**src/rtl/pipelined_preadd_mul_logic_pkg.sv**
```systemverilog
// ----------------------------------------------------------------------------
// pipelined_preadd_mul_logic_pkg
// Purpose : shared types and constants for the pre-add / multiply / logic
//           pipeline.
// Contents: op_e      - selects the bitwise operation applied after the multiply
//           MAX_STAGES - deepest pipeline the top module accepts
// ----------------------------------------------------------------------------
package pipelined_preadd_mul_logic_pkg;

    typedef enum logic [1:0] {
        OP_AND  = 2'd0,
        OP_OR   = 2'd1,
        OP_XOR  = 2'd2,
        OP_PASS = 2'd3
    } op_e;

    localparam int MAX_STAGES = 8;

endpackage

```
**src/rtl/pipelined_preadd_mul_logic_pipe_stage.sv**
```systemverilog
// ----------------------------------------------------------------------------
// pipe_stage
// Purpose : one register slot of the output pipeline: a data word plus its
//           valid bit. Loads both when load_i is high, otherwise holds.
// Ports   : clk     - clock, rising edge
//           rst_n   - asynchronous active-low reset (clears valid and data)
//           load_i  - capture vld_i/data_i this cycle
//           vld_i   - valid bit from the upstream slot
//           data_i  - data word from the upstream slot
//           vld_o   - this slot is occupied
//           data_o  - word held in this slot
// ----------------------------------------------------------------------------
module pipe_stage
    import pipelined_preadd_mul_logic_pkg::*;
#(
    parameter int WIDTH = 9
) (
    input  logic             clk,
    input  logic             rst_n,
    input  logic             load_i,
    input  logic             vld_i,
    input  logic [WIDTH-1:0] data_i,
    output logic             vld_o,
    output logic [WIDTH-1:0] data_o
);

    logic             vld_q;
    logic             vld_d;
    logic [WIDTH-1:0] data_q;
    logic [WIDTH-1:0] data_d;

    always_comb begin
        vld_d  = vld_q;
        data_d = data_q;
        if (load_i) begin
            vld_d  = vld_i;
            data_d = data_i;
        end
    end

    always_ff @(posedge clk or negedge rst_n) begin
        if (!rst_n) begin
            vld_q  <= 1'b0;
            data_q <= '0;
        end else begin
            vld_q  <= vld_d;
            data_q <= data_d;
        end
    end

    assign vld_o  = vld_q;
    assign data_o = data_q;

endmodule

```
**src/rtl/pipelined_preadd_mul_logic.sv**
```systemverilog
// ----------------------------------------------------------------------------
// pipelined_preadd_mul_logic
// Purpose : computes L(((sub ? d-a : d+a) * b) mod 2^WIDTH, c) where L is
//           AND / OR / XOR with c or a pass-through, then carries the result
//           through STAGES register slots with valid/ready flow control.
//           All arithmetic wraps modulo 2^WIDTH.
// Ports   : clk, rst_n          - clock and asynchronous active-low reset
//           in_valid / in_ready - operand beat handshake
//           a, b, c, d          - unsigned operands (WIDTH bits)
//           op                  - op_e encoding of the logic operation
//           sub                 - 0: d+a, 1: d-a in the pre-adder
//           out_valid/out_ready - result beat handshake
//           out                 - result, driven straight from the last slot
// ----------------------------------------------------------------------------
module pipelined_preadd_mul_logic
    import pipelined_preadd_mul_logic_pkg::*;
#(
    parameter int WIDTH  = 9,
    parameter int STAGES = 3
) (
    input  logic             clk,
    input  logic             rst_n,
    input  logic             in_valid,
    output logic             in_ready,
    input  logic [WIDTH-1:0] a,
    input  logic [WIDTH-1:0] b,
    input  logic [WIDTH-1:0] c,
    input  logic [WIDTH-1:0] d,
    input  logic [1:0]       op,
    input  logic             sub,
    output logic             out_valid,
    input  logic             out_ready,
    output logic [WIDTH-1:0] out
);

    if (STAGES < 1 || STAGES > MAX_STAGES) begin : g_bad_stages
        $error("pipelined_preadd_mul_logic: STAGES out of range");
    end
    if (WIDTH < 2 || WIDTH > 27) begin : g_bad_width
        $error("pipelined_preadd_mul_logic: WIDTH out of range");
    end

    // Full product then keep the low WIDTH bits: the wrap is explicit here
    // rather than relying on context-width truncation.
    function automatic logic [WIDTH-1:0] mul_wrap(input logic [WIDTH-1:0] x,
                                                  input logic [WIDTH-1:0] y);
        logic [2*WIDTH-1:0] full;
        full = x * y;
        return full[WIDTH-1:0];
    endfunction

    op_e              op_sel;
    logic [WIDTH-1:0] pre_sum;
    logic [WIDTH-1:0] prod;
    logic [WIDTH-1:0] result_d;

    logic [STAGES-1:0] stage_vld;
    logic [WIDTH-1:0]  stage_data [STAGES];
    logic [STAGES-1:0] load;

    assign op_sel = op_e'(op);

    // Datapath: the whole computation finishes before the first slot, so
    // the slots only delay the result.
    always_comb begin
        pre_sum  = sub ? (d - a) : (d + a);
        prod     = mul_wrap(pre_sum, b);
        result_d = prod;
        unique case (op_sel)
            OP_AND:  result_d = prod & c;
            OP_OR:   result_d = prod | c;
            OP_XOR:  result_d = prod ^ c;
            OP_PASS: result_d = prod;
        endcase
    end

    // Slot k may load when the output drains or any slot at or after k is
    // empty; expanding the chain this way avoids a self-referencing vector.
    always_comb begin
        load = '0;
        for (int k = 0; k < STAGES; k++) begin
            load[k] = out_ready;
            for (int j = k; j < STAGES; j++) begin
                if (!stage_vld[j]) load[k] = 1'b1;
            end
        end
    end

    assign in_ready = load[0];

    // Stage boundaries: slot 0 captures the datapath result, slots 1..N-1
    // take the word from the slot before them.
    for (genvar k = 0; k < STAGES; k++) begin : g_stage
        logic             vld_in;
        logic [WIDTH-1:0] data_in;

        if (k == 0) begin : g_first
            assign vld_in  = in_valid;
            assign data_in = result_d;
        end else begin : g_rest
            assign vld_in  = stage_vld[k-1];
            assign data_in = stage_data[k-1];
        end

        pipe_stage #(.WIDTH(WIDTH)) u_stage (
            .clk    (clk),
            .rst_n  (rst_n),
            .load_i (load[k]),
            .vld_i  (vld_in),
            .data_i (data_in),
            .vld_o  (stage_vld[k]),
            .data_o (stage_data[k])
        );
    end

    assign out_valid = stage_vld[STAGES-1];
    assign out       = stage_data[STAGES-1];

endmodule

```
**config.mk**
```make
export PLATFORM = sky130hd
export DESIGN_NAME = pipelined_preadd_mul_logic
export DESIGN_NICKNAME = d
export VERILOG_FILES = /design/src/rtl/pipelined_preadd_mul_logic_pkg.sv /design/src/rtl/pipelined_preadd_mul_logic_pipe_stage.sv /design/src/rtl/pipelined_preadd_mul_logic.sv
export SDC_FILE = /design/constraint.sdc
export NUM_CORES = 1
export LEC_CHECK = 0
export BUFFER_PORTS_ARGS = -buffer_cell sky130_fd_sc_hd__clkbuf_2
export CAP_MARGIN = 20
export CORE_MARGIN = 2
export CORE_UTILIZATION = 40
export CTS_CLUSTER_SIZE = 10
export DETAILED_ROUTE_END_ITERATION = 8
export HOLD_SLACK_MARGIN = 0.02
export PLACE_DENSITY = 0.6
export SLEW_MARGIN = 5
export SYNTH_ARGS = -nofsm -noshare
export SYNTH_HDL_FRONTEND = slang
export SYNTH_SLANG_ARGS = --single-unit
```
**constraint.sdc**
```tcl
create_clock -name clk -period 2.2 [get_ports clk]
set_clock_uncertainty 0.2 [all_clocks]
set_input_delay 0.11 -clock clk [delete_from_list [all_inputs] [get_ports clk]]
set_output_delay 0.11 -clock clk [all_outputs]
set_load 0.005 [all_outputs]
```
==> qor.yml, run 1 <==
outcome:
  status: "complete, but fails checks"
  violations: "setup timing"
placed_design:
  gp_congestion: 0.840
  dp_hpwl_mm: 5.57
  io_buffers: 53
finish:
  antenna_cells: 0
  final-seq-area_sq_um: 751
  drive_above_1_share: 0.491
  nets: 573
  syn_to_final_growth_pct: 45.8
  postLayoutCoreUtil: 0.597
  multiInputGateArea_sq_um: 2660
  fillers: 696
drt:
  viasPerCell: 4.71
  totalWireLength_mm: 6.87
  routedWlPerCell_um: 12.0
  firstDrtPassIters: 4
  drtIter0Drc: 46
  drc: 0
  vias: 2701
  drt.antenna.violating_nets: 0
synth:
  seq_area_frac_synth: 0.225
  syn_avg_cell_area_sq_um: 9.98
  syn_nets: 440
  yosys_warnings: 0
  ys_seq_elements: 30
  syn-cell-area_sq_um: 3330
  yosysUniqueCellTypes: 41
  synth_edf_count: 0
  synth-async-reset-ratio: 1.00
  synthFlopType: "dfrtp_1"
  synth_cells: 334
floorplan:
  start_util: 0.410
  io_pins: 54
  dieArea_sq_um: 9080
  die_x_um: 95.3
  core_area_sq_um: 8130
  row_count: 33
  dieHeight_um: 95.3
critical_path:
  crit_path_frequent_cell: "fa_1"
  worstPathArrival_ns: 6.42
  required_ns: 2.16
  startpoint_type: "input pin"
  crit_path_end_kind: "flop"
  cpPeakStageDelay_ns: 0.51
  worst_path_max_delay_cell: "fa_1"
  rr_worst_depth: 3
  path_max_fanout: 2
  path_class: "input pin to flop"
clocking:
  clock-sinks: 30
  cts_tree: "done"
  h-tree-depth: 2
  clk_pin_slew_worst_paths_ns: 0.06
  cts.path.max_buffers: 2
  cts_made_buffers: 5
  clk_latency_ns: 0.28
  cts_root_buf: "clkbuf_8"
timing:
  final-hold-violation-count: 0
  timing.fmax_mhz: 155
  post-route-period-util: 2.93
  grt_setup_unrepaired: "yes"
  relSlewSlack: 0.529
  fin_crit_ns: 6.45
  worst_pin_slew_ns: 0.706
  slew_viol_final: 0
  fin_ws_ns: -4.25
  setup_viol: 8
grt:
  grt_usage: 0.159
  grt_max_degree: 31
  grt_pass1_wl_mm: 11.5
  grt_antenna_before_repair: 0
  gr-total-overflow: 0
  grt_pass1_vias: 2721
power_and_ir_drop:
  p_comb_frac: 0.801
  leakage_nw: 2.42
  p_seq_frac: 0.127
  p_clk_frac: 0.072
  p_switching_mw: 2.62
  p_int_mw: 4.58
  switching_share: 0.364
  worst_ir_drop_vdd_v: 0.000862
  power_mw: 7.20
  power_density_nw_per_um2: 1480
hold_path:
  min_path_type: "input pin to flop"
  hold_depth: 3
job:
  max-cap-violations: 0
-- worst max-delay path, delay by kind of cell --
kind                       cells  cell delay (ns)
xor gates and xnor gates       5             0.94
AOI/OAI and AO/OA              4             0.71
and+or+nand+nor                2             0.34
buffers and inverters          7             0.47
muxes                          3             0.79
adders and majority gates      8             3.05
-- synthesized netlist by cell type, types with 2 or more instances --
library cell	n	area, sq um
xor2_1	4	35.0
inv_1	65	244
ha_1	44	551
o21a_1	2	15.0
and3_1	2	12.5
mux2i_1	2	20.0
a21o_1	4	30.0
nand2b_1	7	43.8
mux2_2	26	293
nor2b_1	9	56.3
a21oi_1	6	30.0
buf_1	2	7.51
nand4_1	3	18.8
fa_1	19	380
or4_1	2	15.0
nor3_1	4	20.0
and2_1	10	62.6
nand2_1	26	97.6
nand3_1	2	10.0
a31oi_1	3	18.8
xnor2_1	22	193
nor2_1	8	30.0
dfrtp_1	30	751
clkbuf_1	7	26.3
mux4_2	9	203
-- cell usage in the layout (no fill, tap or decap), drive strengths merged, types with 2 or more instances in the layout --
cell type,netlist,layout
nor2b,9,9
or4,2,2
mux4,9,9
dlygate4sd3,0,2
and2,10,10
dfrtp,30,30
xnor2,22,22
a21o,4,4
nor3,4,4
buf,2,81
o21a,2,2
nor2,8,8
clkbuf,7,60
xor2,5,5
and3,2,2
mux2,27,27
nand2,27,27
nand4,3,3
mux2i,2,2
nand2b,7,7
nand3,2,2
inv,65,65
a31oi,3,3
fa,19,19
a21oi,6,6
ha,44,44
or2,2,2
-- layer usage --
layer  track usage  routed length (um)  vias to the layer above
li1              -                   -                     1353
met1         0.194                2900                     1285
met2         0.294                3600                       53
met3        0.0134                 235                       10
met4        0.0507                 131                        0
met5             0                   0                        -
-- metrics by stage --
stage / std cells / cell area, sq um / hold WS [ns] / setup WS [ns] / TNS (ns)
after floorplan: 334 / 3490 / -0.386 / -4.16 / -20.08
after global placement: 538 / 4260 / -0.00799 / -4.53 / -23.94
after detailed placement: 538 / 4260 / -0.00428 / -4.64 / -24.45
after CTS: 565 / 4700 / 0.0532 / -4.23 / -21.08
after global routing: 573 / 4860 / 0.0846 / -4.49 / -22.33
final: 573 / 4860 / 0.0670 / -4.25 / -21.05
-- power groups by stage --
stage	registers [mW]	logic, mW	clock network [mW]
finish	0.915	5.77	0.517
global route	0.952	6.43	0.554
CTS	0.917	5.36	0.524
detailed placement	0.927	4.78	0
global placement	0.913	4.55	0
floorplan	0.905	3.36	0
-- cell type report --
cell class,count,area share
Multi-Input combinational cell,230,0.547
Timing Repair Buffer,135,0.195
Sequential cell,30,0.155
Inverter,65,0.0533
Tap cell,105,0.0270
Clock buffer,8,0.0227
-- worst paths after layout --
check | slack (ns) | startpoint | end
worst max-delay path | -4.25 | a[1] | g_stage[0].u_stage.data_o[8]
worst min-delay path | 0.07 | out_ready | g_stage[2].u_stage.data_o[0]
worst max register to register | 0.39 | g_stage[2].u_stage.vld_o | g_stage[0].u_stage.data_o[6]
worst min register to register | 0.30 | g_stage[2].u_stage.data_o[6] | g_stage[2].u_stage.data_o[6]
max in group asynchronous | 1.14 | rst_n | g_stage[2].u_stage.data_o[0]
min in group asynchronous | 0.21 | rst_n | g_stage[2].u_stage.data_o[7]
-- repair_timing --
action                                 4_1_cts  5_1_grt
endpoints found under the hold margin       31        0
gates resized for setup                     32       22
pin swaps                                   14       18
setup endpoints to repair                    8        9
setup buffers                               17        9
hold buffers                                 2        0
-- sequential cells by signal (all words and copies together) (netlist names) --
signal,cells
g_stage.u_stage.vld_o,3
g_stage.u_stage.data_o,27
-- cell families after synthesis --
kind of cell,synth area share
AOI/OAI and AO/OA,0.0451
xor gates and xnor gates,0.0871
adders and majority gates,0.279
buffers and inverters,0.0834
DFF,0.225
muxes,0.159
and+or+nand+nor,0.121
Power figures use the tool's default switching activity.
==> run 2: changes to the inputs <==
--- a/config.mk
+++ b/config.mk
@@ -7,12 +7,14 @@
 export LEC_CHECK = 0
 export BUFFER_PORTS_ARGS = -buffer_cell sky130_fd_sc_hd__clkbuf_2
 export CAP_MARGIN = 20
+export CELL_PAD_IN_SITES_DETAIL_PLACEMENT = 1
+export CELL_PAD_IN_SITES_GLOBAL_PLACEMENT = 1
 export CORE_MARGIN = 2
 export CORE_UTILIZATION = 40
 export CTS_CLUSTER_SIZE = 10
 export DETAILED_ROUTE_END_ITERATION = 8
 export HOLD_SLACK_MARGIN = 0.02
-export PLACE_DENSITY = 0.6
+export PLACE_DENSITY = 0.74
 export SLEW_MARGIN = 5
 export SYNTH_ARGS = -nofsm -noshare
 export SYNTH_HDL_FRONTEND = slang
==> run 2 against run 1 <==
Effect of this change: die area unchanged; critical path type unchanged; sequential share of layout area grew 0.48 points; via count grew 2.9%; highest routed layer unchanged; sequential cell count stayed put; the flow still finishes with violations (setup timing).
==> qor.yml, run 2 (synthesized netlist as in run 1, its figures left out) <==
timing:
  timing.fmax_mhz: 154  # -0.53%
  holdWs_ns: 0.0682  # +0.00120 ns
  setup_viol: 8  # unchanged
  fin_ws_ns: -4.29  # -0.0341 ns
  slew_viol_final: 0  # unchanged
  relSlewSlack: 0.515  # -0.0145
  post-route-period-util: 2.95  # +0.0155
  worst_pin_slew_ns: 0.728  # +0.0218 ns
  fin_crit_ns: 6.49  # +0.0341 ns
  grt_setup_unrepaired: "yes"
  final-hold-violation-count: 0  # unchanged
power_and_ir_drop:
  p_clk_frac: 0.073  # about the same
  power_mw: 7.08  # -1.7%
  p_int_mw: 4.31  # -5.9%
  switching_share: 0.392  # +0.0273
  p_comb_frac: 0.795  # -0.006
  leakage_nw: 2.35  # -2.8%
  p_switching_mw: 2.77  # +5.7%
  p_seq_frac: 0.132  # +0.005
  power_density_nw_per_um2: 1500  # +1.4%
  worst_ir_drop_vdd_v: 0.000893  # +3.7%
critical_path:
  cpPeakStageDelay_ns: 0.51  # about the same
  path_class: "input pin to flop"
  worst_path_max_delay_cell: "fa_1"
  path_max_fanout: 2  # unchanged
  worstPathArrival_ns: 6.46  # +0.04 ns
  required_ns: 2.17  # about the same
  crit_path_end_kind: "flop"
  startpoint_type: "input pin"
  rrSetupSlack_ns: 0.37  # -0.02 ns
  crit_path_frequent_cell: "fa_1"
drt:
  drtIter0Drc: 33  # -28%
  routedWlPerCell_um: 15.6  # +30%
  drc: 0  # unchanged
  totalWireLength_mm: 8.71  # +27%
  vias: 2780  # +2.9%
  viasPerCell: 4.97  # +5.5%
  firstDrtPassIters: 4  # unchanged
  drt.antenna.violating_nets: 0  # unchanged
clocking:
  clk_latency_ns: 0.28  # about the same
  cts_made_buffers: 5  # unchanged
  h-tree-depth: 2  # unchanged
  clk_pin_slew_worst_paths_ns: 0.06  # about the same
  cts.path.max_buffers: 2  # unchanged
  cts_tree: "done"
  cts_root_buf: "clkbuf_8"
  clock-sinks: 30  # unchanged
finish:
  largest_reg_flops: 27  # unchanged
  final_common_cell: "buf_4"
  syn_to_final_growth_pct: 41.4
  fin_cells: 559  # -2.4%
  nets: 559  # -2.4%
  fillers: 900  # +29%
  final_cell_mix: "buf_4, inv_1, clkbuf_2"
  drive_above_1_share: 0.465  # -0.0267
  antenna_cells: 0  # unchanged
grt:
  grt_pass1_wl_mm: 13.7  # +19%
  grt_usage: 0.193  # +0.0344
  grt_antenna_before_repair: 0  # unchanged
  grt_max_degree: 31  # unchanged
  gr-total-overflow: 0  # unchanged
  grt_pass1_vias: 3012  # +11%
floorplan:
  start_util: 0.410  # unchanged
  core_area_sq_um: 8130  # unchanged
  dieHeight_um: 95.3  # unchanged
  dieArea_sq_um: 9080  # unchanged
  io_pins: 54  # unchanged
  row_count: 33  # unchanged
  die_x_um: 95.3  # unchanged
job:
  max-cap-violations: 0  # unchanged
placed_design:
  gp_congestion: 0.825  # -1.8%
  dp_hpwl_mm: 6.57  # +18%
  dp.cells: 541  # +0.56%
  io_buffers: 53  # unchanged
hold_path:
  min_path_type: "input pin to flop"
outcome:
  violations: "setup timing"
  status: "complete, but fails checks"
run 2: changes by cell type in the layout (fill, tap and decap cells not counted), moves of 2 or more:
cell,before,now
mux2_2,22,24
ha_4,13,11
mux2_4,5,3
inv_2,10,7
buf_4,71,59
inv_1,53,56
ha_1,29,32
buf_6,9,7
run 2: path summary, 6_finish.rpt:
| kind | from | end | cells after the start |
|---|---|---|---|
| max | a[1] | g_stage[0].u_stage.data_o[8] | 29 |
| min | out_ready | g_stage[2].u_stage.data_o[0] | 3 |
| max reg2reg | g_stage[2].u_stage.vld_o | g_stage[0].u_stage.data_o[2] | 3 |
| min reg2reg | g_stage[0].u_stage.data_o[4] | g_stage[0].u_stage.data_o[4] | 1 |
| max in group asynchronous | rst_n | g_stage[2].u_stage.vld_o | 2 |
| min in group asynchronous | rst_n | g_stage[1].u_stage.data_o[6] | 2 |
run 2: worst max-delay path: cells and delay by family:
kind | cells | cell delay (ns)
compound gates | 4 | 0.80
buf+inv | 6 | 0.33
fa+ha+maj | 8 | 2.96
xor+xnor | 5 | 0.97
simple gates | 3 | 0.38
mux | 3 | 0.90
run 2: metrics by stage:
step                utilization  worst slack [ns]  area, sq um  TNS, ns
floorplan                     -             -4.16         3490   -20.08
global placement          0.526             -4.68         4280   -24.19
detailed placement        0.526             -4.75         4280   -24.83
CTS                       0.573             -4.26         4660   -21.19
global route              0.579             -4.55         4710   -22.74
finish                    0.579             -4.29         4710   -21.41
run 2: repair_timing:
action | in CTS | in global routing
hold buffers | 2 | 0
cloned | 0 | 0
resized for setup | 31 | 13
buffers inserted | 7 | 2
setup endpoints to repair | 8 | 9
pin swaps | 11 | 10
hold endpoints to repair | 31 | 0
run 2: area by class of cell:
class,count,area (sq um),area share
flip-flops and latches,30,751,0.159
clock buffers,8,110,0.0234
multi-input cells,230,2620,0.557
repair buffers,121,837,0.178
inverters,65,259,0.0550
well taps,105,131,0.0279
run 2: layer usage:
layer  track usage  part of all wire  vias up
met2         0.404              0.59       60
li1              -                 -     1320
met3        0.0111             0.024        9
met5             0                 0        -
met4        0.0519             0.014        0
met1         0.204              0.38     1391
run 2: power by group through the flow:
stage	Sequential [mW]	Combinational (mW)	Clock [mW]
final	0.934	5.63	0.514
after CTS	0.937	5.60	0.531
after global placement	0.915	4.58	0
after global routing	0.960	6.33	0.554
after floorplan	0.905	3.36	0
after detailed placement	0.939	4.92	0
